File: src/rtl/sync_fifo_dp.sv
// Synchronous FIFO on an internal dual-port register file with a registered read port,
// occupancy count, almost-full/almost-empty thresholds, error pulses and synchronous flush.
module sync_fifo_dp #(
  parameter int DATA_W    = 16,
  parameter int ADDR_W    = 4,
  parameter int AFULL_TH  = (2**ADDR_W) - 2,
  parameter int AEMPTY_TH = 2
) (
  input  logic              clk,
  input  logic              rst_n,
  input  logic              flush,
  input  logic              wr_en,
  input  logic [DATA_W-1:0] wr_data,
  input  logic              rd_en,
  output logic [DATA_W-1:0] rd_data,
  output logic              rd_valid,
  output logic              full,
  output logic              empty,
  output logic              almost_full,
  output logic              almost_empty,
  output logic [ADDR_W:0]   count,
  output logic              overflow,
  output logic              underflow
);

  localparam int              DEPTH     = 2**ADDR_W;
  localparam logic [ADDR_W:0] LP_DEPTH  = (ADDR_W+1)'(DEPTH);
  localparam logic [ADDR_W:0] LP_AFULL  = (ADDR_W+1)'(AFULL_TH);
  localparam logic [ADDR_W:0] LP_AEMPTY = (ADDR_W+1)'(AEMPTY_TH);

  logic [DATA_W-1:0] r_mem [DEPTH];
  logic [ADDR_W-1:0] r_wr_ptr;
  logic [ADDR_W-1:0] r_rd_ptr;
  logic [ADDR_W:0]   r_count;
  logic [DATA_W-1:0] r_rd_data;
  logic              r_rd_valid;
  logic              r_overflow;
  logic              r_underflow;

  logic w_full;
  logic w_empty;
  logic w_rd_acc;
  logic w_wr_acc;
  logic w_mem_we;

  // Requests are accepted in the cycle they are presented; there is no ready output.
  // A write into a full FIFO is accepted only when a read frees a slot on the same edge,
  // and an empty FIFO never bypasses write data to the read port.
  assign w_full   = (r_count == LP_DEPTH);
  assign w_empty  = (r_count == '0);
  assign w_rd_acc = rd_en && !w_empty;
  assign w_wr_acc = wr_en && (!w_full || w_rd_acc);
  assign w_mem_we = rst_n && !flush && w_wr_acc;

  always_ff @(posedge clk) begin
    if (w_mem_we) begin
      r_mem[r_wr_ptr] <= wr_data;
    end
  end

  always_ff @(posedge clk) begin
    if (!rst_n) begin
      r_wr_ptr    <= '0;
      r_rd_ptr    <= '0;
      r_count     <= '0;
      r_rd_data   <= '0;
      r_rd_valid  <= 1'b0;
      r_overflow  <= 1'b0;
      r_underflow <= 1'b0;
    end else if (flush) begin
      r_wr_ptr    <= '0;
      r_rd_ptr    <= '0;
      r_count     <= '0;
      r_rd_valid  <= 1'b0;
      r_overflow  <= 1'b0;
      r_underflow <= 1'b0;
    end else begin
      if (w_wr_acc) begin
        r_wr_ptr <= r_wr_ptr + ADDR_W'(1);
      end
      // On full-and-both the read sees the stored word, since the write lands at this edge.
      if (w_rd_acc) begin
        r_rd_ptr  <= r_rd_ptr + ADDR_W'(1);
        r_rd_data <= r_mem[r_rd_ptr];
      end
      if (w_wr_acc && !w_rd_acc) begin
        r_count <= r_count + (ADDR_W+1)'(1);
      end else if (w_rd_acc && !w_wr_acc) begin
        r_count <= r_count - (ADDR_W+1)'(1);
      end
      r_rd_valid  <= w_rd_acc;
      r_overflow  <= wr_en && !w_wr_acc;
      r_underflow <= rd_en && !w_rd_acc;
    end
  end

  assign rd_data      = r_rd_data;
  assign rd_valid     = r_rd_valid;
  assign count        = r_count;
  assign full         = w_full;
  assign empty        = w_empty;
  assign almost_full  = (r_count >= LP_AFULL);
  assign almost_empty = (r_count <= LP_AEMPTY);
  assign overflow     = r_overflow;
  assign underflow    = r_underflow;

endmodule

File: config.mk
export PLATFORM = sky130hd
export DESIGN_NAME = sync_fifo_dp
export DESIGN_NICKNAME = d
export VERILOG_FILES = /design/src/rtl/sync_fifo_dp.sv
export SDC_FILE = /design/constraint.sdc
export NUM_CORES = 1
export LEC_CHECK = 0
export CAP_MARGIN = 40
export CELL_PAD_IN_SITES_DETAIL_PLACEMENT = 0
export CELL_PAD_IN_SITES_GLOBAL_PLACEMENT = 1
export CORE_MARGIN = 2
export CORE_UTILIZATION = 48
export DETAILED_ROUTE_END_ITERATION = 12
export PLACE_DENSITY_LB_ADDON = 0.1
export SKIP_LAST_GASP = 1
export SYNTH_ARGS = -nofsm -noshare
export SYNTH_HDL_FRONTEND = slang
export SYNTH_SLANG_ARGS = --single-unit
File: constraint.sdc
create_clock -name clk -period 3 [get_ports clk]
set_input_delay 0.6 -clock clk [delete_from_list [all_inputs] [get_ports clk]]
set_output_delay 0.6 -clock clk [all_outputs]
set_load 0.01 [all_outputs]
==> metrics.md, run 1 <==
| Metric | Value |
|---|---|
| Status | complete, no violations |
| Final Cycle Share | 92.5% |
| Mean number of vias per cell | 5.59 |
| Tot Pwr | 8.91 mW |
| Synth cell types | 36 |
| Syn-to-layout area delta | 19.6% |
| Die Ht | 156 um |
| Syn. warnings | 0 |
| Fmax | 360 MHz |
| DP Wirelength | 14600 um |
| Crit path capture | empty |
| Critical Path Sink Type | primary output |
| Syn avg cell area | 20.3 um2 |
| Reg2reg path depth | 10 |
| DR WL/cell | 24.3 um |
| Row count | 55 |
| Sequential area share after synthesis | 74.7% |
| R2R setup slack | 0.25 ns |
| Post-synthesis register bit count | 288 |
| Worst Tran Pin Value | 0.755 ns |
| CTS clock-pin slew for the worst setup and hold paths | 0.06 ns |
| Hold_buf cts | 0 |
| Initial antenna violation count | 0 |
| Crit path cell chain | or4_4 -> nor2_1 -> clkdlybuf4s50_1 |
| Global-route wire length before repair | 34800 um |
| Area fraction of the dominant cell type after synthesis | 69.0% |
| Fin area | 13300 um2 |
| Vias | 5353 |
| Max clock buf depth | 3 |
| Cell family with most CP delay | simple AND/OR/NAND/NOR gates |
| Die Span X | 156 um |
| Synthesized instance count | 548 |
| GPL Wtd Cong | 0.778 |
| Most common cell in the netlist | edfxtp_1 |
| Power Density | 669 nW/um2 |
| Placed Area | 12300 um2 |
| Cell at the slowest stage of the critical path | or4_4 |
| Port bufs | 48 |
| R2r endpoint | count[4]$_SDFFE_PP0P_ |
| Clk Latency, worst-skew pair | 0.53 ns |
| Critical Path AT | 2.18 ns |
| Die area | 24500 um2 |
| CTS Buf Count | 29 |
| CP required | 2.40 ns |
| Skew final | 0.0113 ns |
| Post-route minimum period | 2.78 ns |
| Leakage power | 4.33 nW |
| Number of global-route vias before repair | 5525 |
| Top FF cell, synth | edfxtp_1 |
| Final setup TNS | 0 ns |
| Final Max Slew Viols | 0 |
| Most frequent cells after synthesis | edfxtp_1, mux4_2, nor2_1, dfxtp_1, mux2i_1 |
| Nets | 682 |
| GRT Resource Usage Total | 19.6% |
| Worst setup SP type | flop |
| CTS tree | done |
| DRC Markers | 0 |
| Worst-path fanout max | 8 |
| Fin. Hold Viols | 0 |
| Post-synth EDFFs | 256 |
| Starting Density | 49.1% |
| Worst slack at placement | 0.0220 ns |
| Antenna Cells | 0 |
| Top cells by area, synth | edfxtp_1, mux4_2, dfxtp_1 |
| Pre-antenna DRT Iters | 4 |
| CTS sink cnt | 288 |
| Critical Path Start | count[2]$_SDFFE_PP0P_ |
| Hold crit path type | flop to flop |
| Final ANT Viol Nets | 0 |
| RSZ-0062 raised after global routing | false |
| Area leader, netlist | edfxtp_1 |
| Mapped Area | 11100 um2 |
| WP buf/inv | 1 |
| CTS H-Tree Depth | 1 |
| Number of cells on the critical path | 3 |
| Synth Net Count | 579 |
| Core Util, Final | 58.7% |
| Final WS setup | 0.224 ns |
| Maxcap violations | 0 |
| Crit Path Category | flop to primary output |
| I/O pin total | 49 |
| Worst path max stage delay | 0.57 ns |
| Setup Viol. Count Final | 0 |
| FF-to-FF Start | count[2]$_SDFFE_PP0P_ |
| Rel. slew slack | 49.7% |
| Total grt overflow | 0 |
| Root buffer cell | clkbuf_16 |
| DR iter-0 viols | 427 |
| Pin count of the biggest net entering global routing | 37 |
| Worst VDD drop | 0.524 mV |
| Core Box Area | 22700 um2 |
| Layout cell share with drive strength beyond 1 | 29.9% |
| Asr flop ratio synth | 0% |
| Total Wirelength | 23300 um |
worst reg2reg max path: cells and delay by family (launching register included):
family / cells / cell delay (ns)
adder cells (fa/ha/maj): 2 / 0.50
buffers and inverters: 2 / 0.25
flip-flops: 1 / 0.36
AO/OA/AOI/OAI: 3 / 0.56
multiplexers: 2 / 0.43
AND/OR/NAND/NOR: 1 / 0.57
layout by cell type, fill, tap and decap left out, drive strengths merged:
cell type	Yosys	layout
xnor2	3	3
nor2b	1	1
o21a	3	3
nand2	11	11
a21oi	3	3
clkinv	0	11
nand2b	5	5
dfxtp	32	32
o211a	1	1
inv	6	6
mux2i	21	21
o2111ai	1	1
bufinv	0	6
a2111oi	1	1
fa	1	1
a21o	2	2
nor3	7	7
xor2	5	5
mux2	15	15
nor2	44	44
nand3	3	3
clkdlybuf4s50	0	48
or4	1	1
edfxtp	256	256
mux4	64	64
buf	18	53
o31ai	1	1
and3	2	2
o21ai	2	2
a221o	16	16
ha	9	9
clkbuf	11	36
o211ai	3	3
area by class of cell:
| class | instances | area [um2] |
|---|---|---|
| Clock buffer | 36 | 782 |
| Clock inverter | 17 | 230 |
| Fill cell | 1672 | 9380 |
| Inverter | 6 | 22.5 |
| Multi-Input combinational cell | 225 | 2710 |
| Sequential cell | 288 | 8340 |
| Tap cell | 285 | 357 |
| Timing Repair Buffer | 101 | 891 |
worst min-delay path by stage:
| stage | from | endpoint | depth (start not counted) |
|---|---|---|---|
| floorplan | rd_data[0]$_SDFFE_PN0P_ | rd_data[0]$_SDFFE_PN0P_ | 1 |
| global placement | rd_data[7]$_SDFFE_PN0P_ | rd_data[7]$_SDFFE_PN0P_ | 1 |
| detailed placement | rd_data[0]$_SDFFE_PN0P_ | rd_data[0]$_SDFFE_PN0P_ | 1 |
| CTS | rd_data[0]$_SDFFE_PN0P_ | rd_data[0]$_SDFFE_PN0P_ | 1 |
| global route | rd_data[1]$_SDFFE_PN0P_ | rd_data[1]$_SDFFE_PN0P_ | 1 |
| finish | rd_data[0]$_SDFFE_PN0P_ | rd_data[0]$_SDFFE_PN0P_ | 1 |
cell families (layout without fill, tap and decap cells):
kind of cell,Yosys count,after routing,share of synthesized area [%]
flops,288,288,74.7
simple gates,74,74,2.86
mux,100,100,16.3
fa+ha+maj,10,10,1.19
buf+inv,35,160,1.48
compound gates,33,33,2.78
xor+xnor,8,8,0.629
per-stage QoR:
step | hold slack, ns | instances
final | 0.492 | 958
after global routing | 0.521 | 958
after CTS | 0.498 | 958
after detailed placement | 0.480 | 905
after global placement | 0.476 | 905
after floorplan | 0.530 | 548
metal layers:
metal / vias to the layer above / track usage, % / part of all wire, %
li1: 2440 / - / -
met1: 2784 / 28.1 / 44
met2: 111 / 32.5 / 50
met3: 18 / 2.52 / 4.5
met4: 0 / 4.33 / 0.96
met5: - / 0 / 0
state kept, by name (all words and copies together) (netlist names):
register / count
rd_data: 16
count: 5
underflow: 1
r_rd_ptr: 4
r_wr_ptr: 4
overflow: 1
rd_valid: 1
r_mem: 256
report_power, final:
group	total, mW	internal [mW]	switching (mW)
combinational	0.659	0.337	0.322
clock	3.78	2.35	1.43
sequential	4.47	4.41	0.0633
total	8.91	7.10	1.81
what timing repair did:
item                                    4_1_cts  5_1_grt
endpoints found under the setup margin        0        2
setup buffers                                 0        0
resized for setup                             0        1
(Power assumes the default switching activity.)
==> run 2: changes to the inputs <==
Settings changed: CORE_UTILIZATION 48 to 50, DONT_BUFFER_PORTS set to 1, HOLD_SLACK_MARGIN set to 0.06.
==> metrics.md, run 2 (synthesis results as in run 1) <==
| Metric | Value |
|---|---|
| Fill cell count | 1644 |
| Power Density | 689 nW/um2 |
| DR iter-0 viols | 343 |
| Crit path cell chain | or4_4 -> o21ai_1 -> inv_1 -> ha_1 -> inv_1 -> ha_1 -> a21o_1 -> a21oi_1 -> mux2i_1 -> mux2i_1 |
| Final setup TNS | 0 ns |
| Core Util, Final | 58.5% |
| Number of global-route vias before repair | 5653 |
| Starting Density | 51.1% |
| Core Box Area | 21800 um2 |
| Critical Path Sink Type | flop |
| Hold_buf cts | 0 |
| Most frequent cells in the layout | edfxtp_1, mux4_2, buf_4 |
| Pin count of the biggest net entering global routing | 37 |
| Total Wirelength | 23900 um |
| Nets | 620 |
| DR WL/cell | 26.7 um |
| Switch share | 20.5% |
| Status | complete, no violations |
| DP Wirelength | 14800 um |
| Port bufs | 0 |
| I/O pin total | 49 |
| CTS clock-pin slew for the worst setup and hold paths | 0.06 ns |
| WP buf/inv | 2 |
| Tot Pwr | 8.79 mW |
| Worst Tran Pin Value | 0.895 ns |
| Vias | 5353 |
| RSZ-0062 raised after global routing | false |
| Root buffer cell | clkbuf_16 |
| DRC Markers | 0 |
| Final ANT Viol Nets | 0 |
| Worst path max stage delay | 0.61 ns |
| GPL Wtd Cong | 0.723 |
| Commonest non-fill, non-tap cell in the layout | edfxtp_1 |
| CTS tree | done |
| Die Ht | 153 um |
| Maxcap violations | 0 |
| Psw | 1.80 mW |
| Rel. slew slack | 40.0% |
| Int Power | 6.99 mW |
| Die area | 23500 um2 |
| Post-route minimum period | 2.73 ns |
| Syn-to-layout area delta | 14.5% |
| Fin. Hold Viols | 0 |
| Global-route wire length before repair | 36300 um |
| Post-CTS Setup Inserts | 0 |
| CP required | 3.47 ns |
| Hold crit path type | primary input to flop |
| Post-CTS Resized | 0 |
| Worst VDD drop | 0.464 mV |
| Cell at the slowest stage of the critical path | or4_4 |
| Leakage power | 4.08 nW |
| Gate power share | 5.6% |
| CTS H-Tree Depth | 1 |
| Reg power frac | 51.0% |
| Largest register FFs | 256 |
| Final Cycle Share | 91.1% |
| Max clock buf depth | 3 |
| Total grt overflow | 0 |
| CTS sink cnt | 288 |
| Pre-antenna DRT Iters | 5 |
| CTS Buf Count | 30 |
| Critical Path AT | 3.21 ns |
| Die Span X | 153 um |
| GRT Resource Usage Total | 21.0% |
| Clk Latency, worst-skew pair | 0.55 ns |
| Fmax | 366 MHz |
| Skew final | 0.0189 ns |
| Worst setup SP type | flop |
| Antenna Cells | 0 |
| Initial antenna violation count | 0 |
| Setup Viol. Count Final | 0 |
| Top reg by flops | r_mem |
| Row count | 54 |
| Cell family with most CP delay | simple AND/OR/NAND/NOR gates |
| Mean number of vias per cell | 5.99 |
| Final Max Slew Viols | 0 |
| Crit Path Category | flop to flop |
| Clock Power Share | 43.4% |
| Worst-path fanout max | 8 |
| Layout cell share with drive strength beyond 1 | 31.2% |
-- run 2: cell count changes in the layout (fill, tap and decap cells not counted) --
cell	previous run	this run
clkinvlp_4	0	2
clkbuf_1	4	5
clkbuf_16	29	31
clkbuf_8	3	1
inv_6	0	1
clkinv_2	7	10
clkdlybuf4s50_1	48	0
buf_6	0	1
bufinv_16	6	5
clkinv_1	4	1
buf_4	52	35
buf_12	1	2
-- run 2: per-stage QoR --
stage	worst slack, ns	std cells	hold WS, ns	cell area (um2)
after CTS	0.122	893	0.129	12800
after global routing	0.0968	893	0.126	12800
after floorplan	0.120	548	0.530	11100
final	0.266	893	0.147	12800
after detailed placement	0.162	837	0.542	11700
after global placement	0.222	834	0.555	11700
-- run 2: power groups by stage --
stage / Combinational [mW] / Sequential, mW / Clock (mW)
2_1_floorplan: 0.381 / 4.54 / 0
6_report: 0.490 / 4.49 / 3.81
3_3_place_gp: 0.476 / 4.57 / 0
3_5_place_dp: 0.485 / 4.57 / 0
4_1_cts: 0.489 / 4.49 / 3.89
5_1_grt: 0.537 / 4.49 / 4.05
-- run 2: layout make-up --
type / instances / area (um2) / share of cell area [%]
Timing Repair Buffer: 38 / 314 / 2.46
Clock inverter: 19 / 228 / 1.78
Sequential cell: 288 / 8340 / 65.3
Inverter: 6 / 22.5 / 0.176
Tap cell: 280 / 350 / 2.74
Multi-Input combinational cell: 225 / 2710 / 21.2
Clock buffer: 37 / 808 / 6.33
-- run 2: path summary, 6_finish.rpt --
| kind | start | cells after the start | endpoint | slack (ns) |
|---|---|---|---|---|
| min reg2reg | rd_data[8]$_SDFFE_PN0P_ | 1 | rd_data[8]$_SDFFE_PN0P_ | 0.57 |
| max reg2reg | count[0]$_SDFFE_PP0P_ | 10 | count[4]$_SDFFE_PP0P_ | 0.27 |
| min | wr_data[12] | 0 | r_mem[13][12]$_DFFE_PP_ | 0.15 |
| max | count[0]$_SDFFE_PP0P_ | 10 | count[4]$_SDFFE_PP0P_ | 0.27 |
-- run 2: layer usage --
layer | share of wire (%) | wire length [um] | GRT usage [%]
met5 | 0 | 0 | 0
met1 | 42 | 10100 | 29.4
met3 | 4.8 | 1140 | 3.09
met4 | 3.0 | 708 | 6.83
met2 | 50 | 11900 | 34.6
==> run 3: changes to the inputs <==
Settings changed: CORE_UTILIZATION 50 to 48, DONT_BUFFER_PORTS 1 to not set, GPL_TIMING_DRIVEN set to 0.
==> metrics.md, run 3 (synthesis results as in run 1) <==
| Metric | Value |
|---|---|
| Status | complete, no violations |
| Top reg by flops | r_mem |
| CP required | 2.40 ns |
| Total Wirelength | 23600 um |
| GRT Resource Usage Total | 19.9% |
| Port bufs | 48 |
| I/O pin total | 49 |
| Global-route wire length before repair | 35400 um |
| Number of global-route vias before repair | 5637 |
| Antenna Cells | 0 |
| Worst path max stage delay | 0.55 ns |
| Post-route minimum period | 2.88 ns |
| Mean number of vias per cell | 5.73 |
| Pre-antenna DRT Iters | 4 |
| Power Density | 653 nW/um2 |
| Final Non-Filler Cells | 954 |
| Cell family with most CP delay | buffers and inverters |
| Placed insts | 900 |
| Hold_buf cts | 0 |
| DR iter-0 viols | 408 |
| Fmax | 347 MHz |
| Row count | 55 |
| Setup Viol. Count Final | 0 |
| Placed Area | 12300 um2 |
| Maxcap violations | 0 |
| Nets | 678 |
| Skew final | 0.0128 ns |
| Final setup TNS | 0 ns |
| Rel. slew slack | 43.6% |
| Pin count of the biggest net entering global routing | 17 |
| Crit path cell chain | or4_1 -> buf_6 -> nor2_1 -> clkdlybuf4s50_1 |
| Final hold slack | 0.494 ns |
| Total grt overflow | 0 |
| Fin area | 13200 um2 |
| Layout cell share with drive strength beyond 1 | 27.5% |
| Root buffer cell | clkbuf_16 |
| Hold crit path type | flop to flop |
| Core Box Area | 22700 um2 |
| Critical Path Sink Type | primary output |
| Final Cycle Share | 96.0% |
| Starting Density | 49.1% |
| DR WL/cell | 24.8 um |
| CTS Buf Count | 29 |
| WP buf/inv | 2 |
| Cell at the slowest stage of the critical path | or4_1 |
| Die Ht | 156 um |
| CTS H-Tree Depth | 1 |
| Worst VDD drop | 0.508 mV |
| Syn-to-layout area delta | 18.7% |
| Final Max Slew Viols | 0 |
| Leakage power | 4.20 nW |
| CTS clock-pin slew for the worst setup and hold paths | 0.06 ns |
| Critical Path AT | 2.28 ns |
| Die area | 24500 um2 |
| Worst-path fanout max | 10 |
| Worst slack at placement | -0.554 ns |
| Commonest non-fill, non-tap cell in the layout | edfxtp_1 |
| Final ANT Viol Nets | 0 |
| DP Wirelength | 16300 um |
| Crit Path Category | flop to primary output |
| DRC Markers | 0 |
| GPL Wtd Cong | 0.732 |
| Final WS setup | 0.120 ns |
| Fin. Hold Viols | 0 |
| Worst Tran Pin Value | 0.846 ns |
| Max clock buf depth | 3 |
| Clk Latency, worst-skew pair | 0.53 ns |
| Vias | 5464 |
| Initial antenna violation count | 0 |
| Worst setup SP type | flop |
| Largest register FFs | 256 |
| CTS sink cnt | 288 |
| CTS tree | done |
| Most frequent cells in the layout | edfxtp_1, mux4_2, clkdlybuf4s50_1 |
| RSZ-0062 raised after global routing | true |
| Die Span X | 156 um |
-- run 3: cell types whose count changed in the layout (fill, tap and decap cells not counted), moves of 4 or more --
cell / delta
buf_8: +11
buf_4: -26
clkbuf_1: +10
clkdlybuf4s50_1: +48
buf_6: +4
buf_1: +5
buf_2: +9
-- run 3: layout make-up --
class                           instances  area, um2
Timing Repair Buffer                   69        732
Sequential cell                       288       8330
Buffer                                 28        139
Fill cell                            1719       9480
Inverter                                6       22.5
Multi-Input combinational cell        225       2720
Tap cell                              285        357
Clock buffer                           34        744
Clock inverter                         19        185
-- run 3: worst paths after layout --
kind | slack [ns] | from | depth (start not counted) | end
setup / recovery | 0.12 | count[0]$_SDFFE_PP0P_ | 4 | empty
hold reg to reg | 0.49 | rd_data[14]$_SDFFE_PN0P_ | 1 | rd_data[14]$_SDFFE_PN0P_
setup reg to reg | 0.20 | count[0]$_SDFFE_PP0P_ | 10 | count[4]$_SDFFE_PP0P_
hold / removal | 0.49 | rd_data[14]$_SDFFE_PN0P_ | 1 | rd_data[14]$_SDFFE_PN0P_
-- run 3: timing repair --
action                                  4_1_cts  5_1_grt
cloned                                        0        0
endpoints found under the setup margin        2       10
resized for setup                             3        4
setup buffers                                 0        2
pin swaps                                     0        2
-- run 3: report_power, final --
group | switching, mW | total, mW | internal [mW]
Sequential | 0.0462 | 4.46 | 4.41
Combinational | 0.359 | 0.686 | 0.328
Clock | 1.47 | 3.50 | 2.04
Total | 1.87 | 8.64 | 6.77
-- run 3: metrics by stage --
stage               util, %  power, mW
floorplan                 -       4.92
global placement       52.8       5.20
detailed placement     54.0       5.21
CTS                    58.2       8.71
global route           58.3       8.93
finish                 58.3       8.64
-- run 3: per-layer routing --
layer,part of all wire (%),GRT usage (%)
met4,1.3,3.41
met2,50,33.0
met3,4.5,2.80
met5,0,0
met1,45,29.0
-- run 3: worst register-to-register path, cell delays in order (launching register included) --
cell and delay (ns):
dfxtp_2 0.36, or4_1 0.55, buf_6 0.18, o21ai_4 0.18, ha_2 0.22, inv_2 0.07
fa_1 0.40, a21o_1 0.17, a21oi_1 0.17, mux2i_1 0.24, mux2i_1 0.19
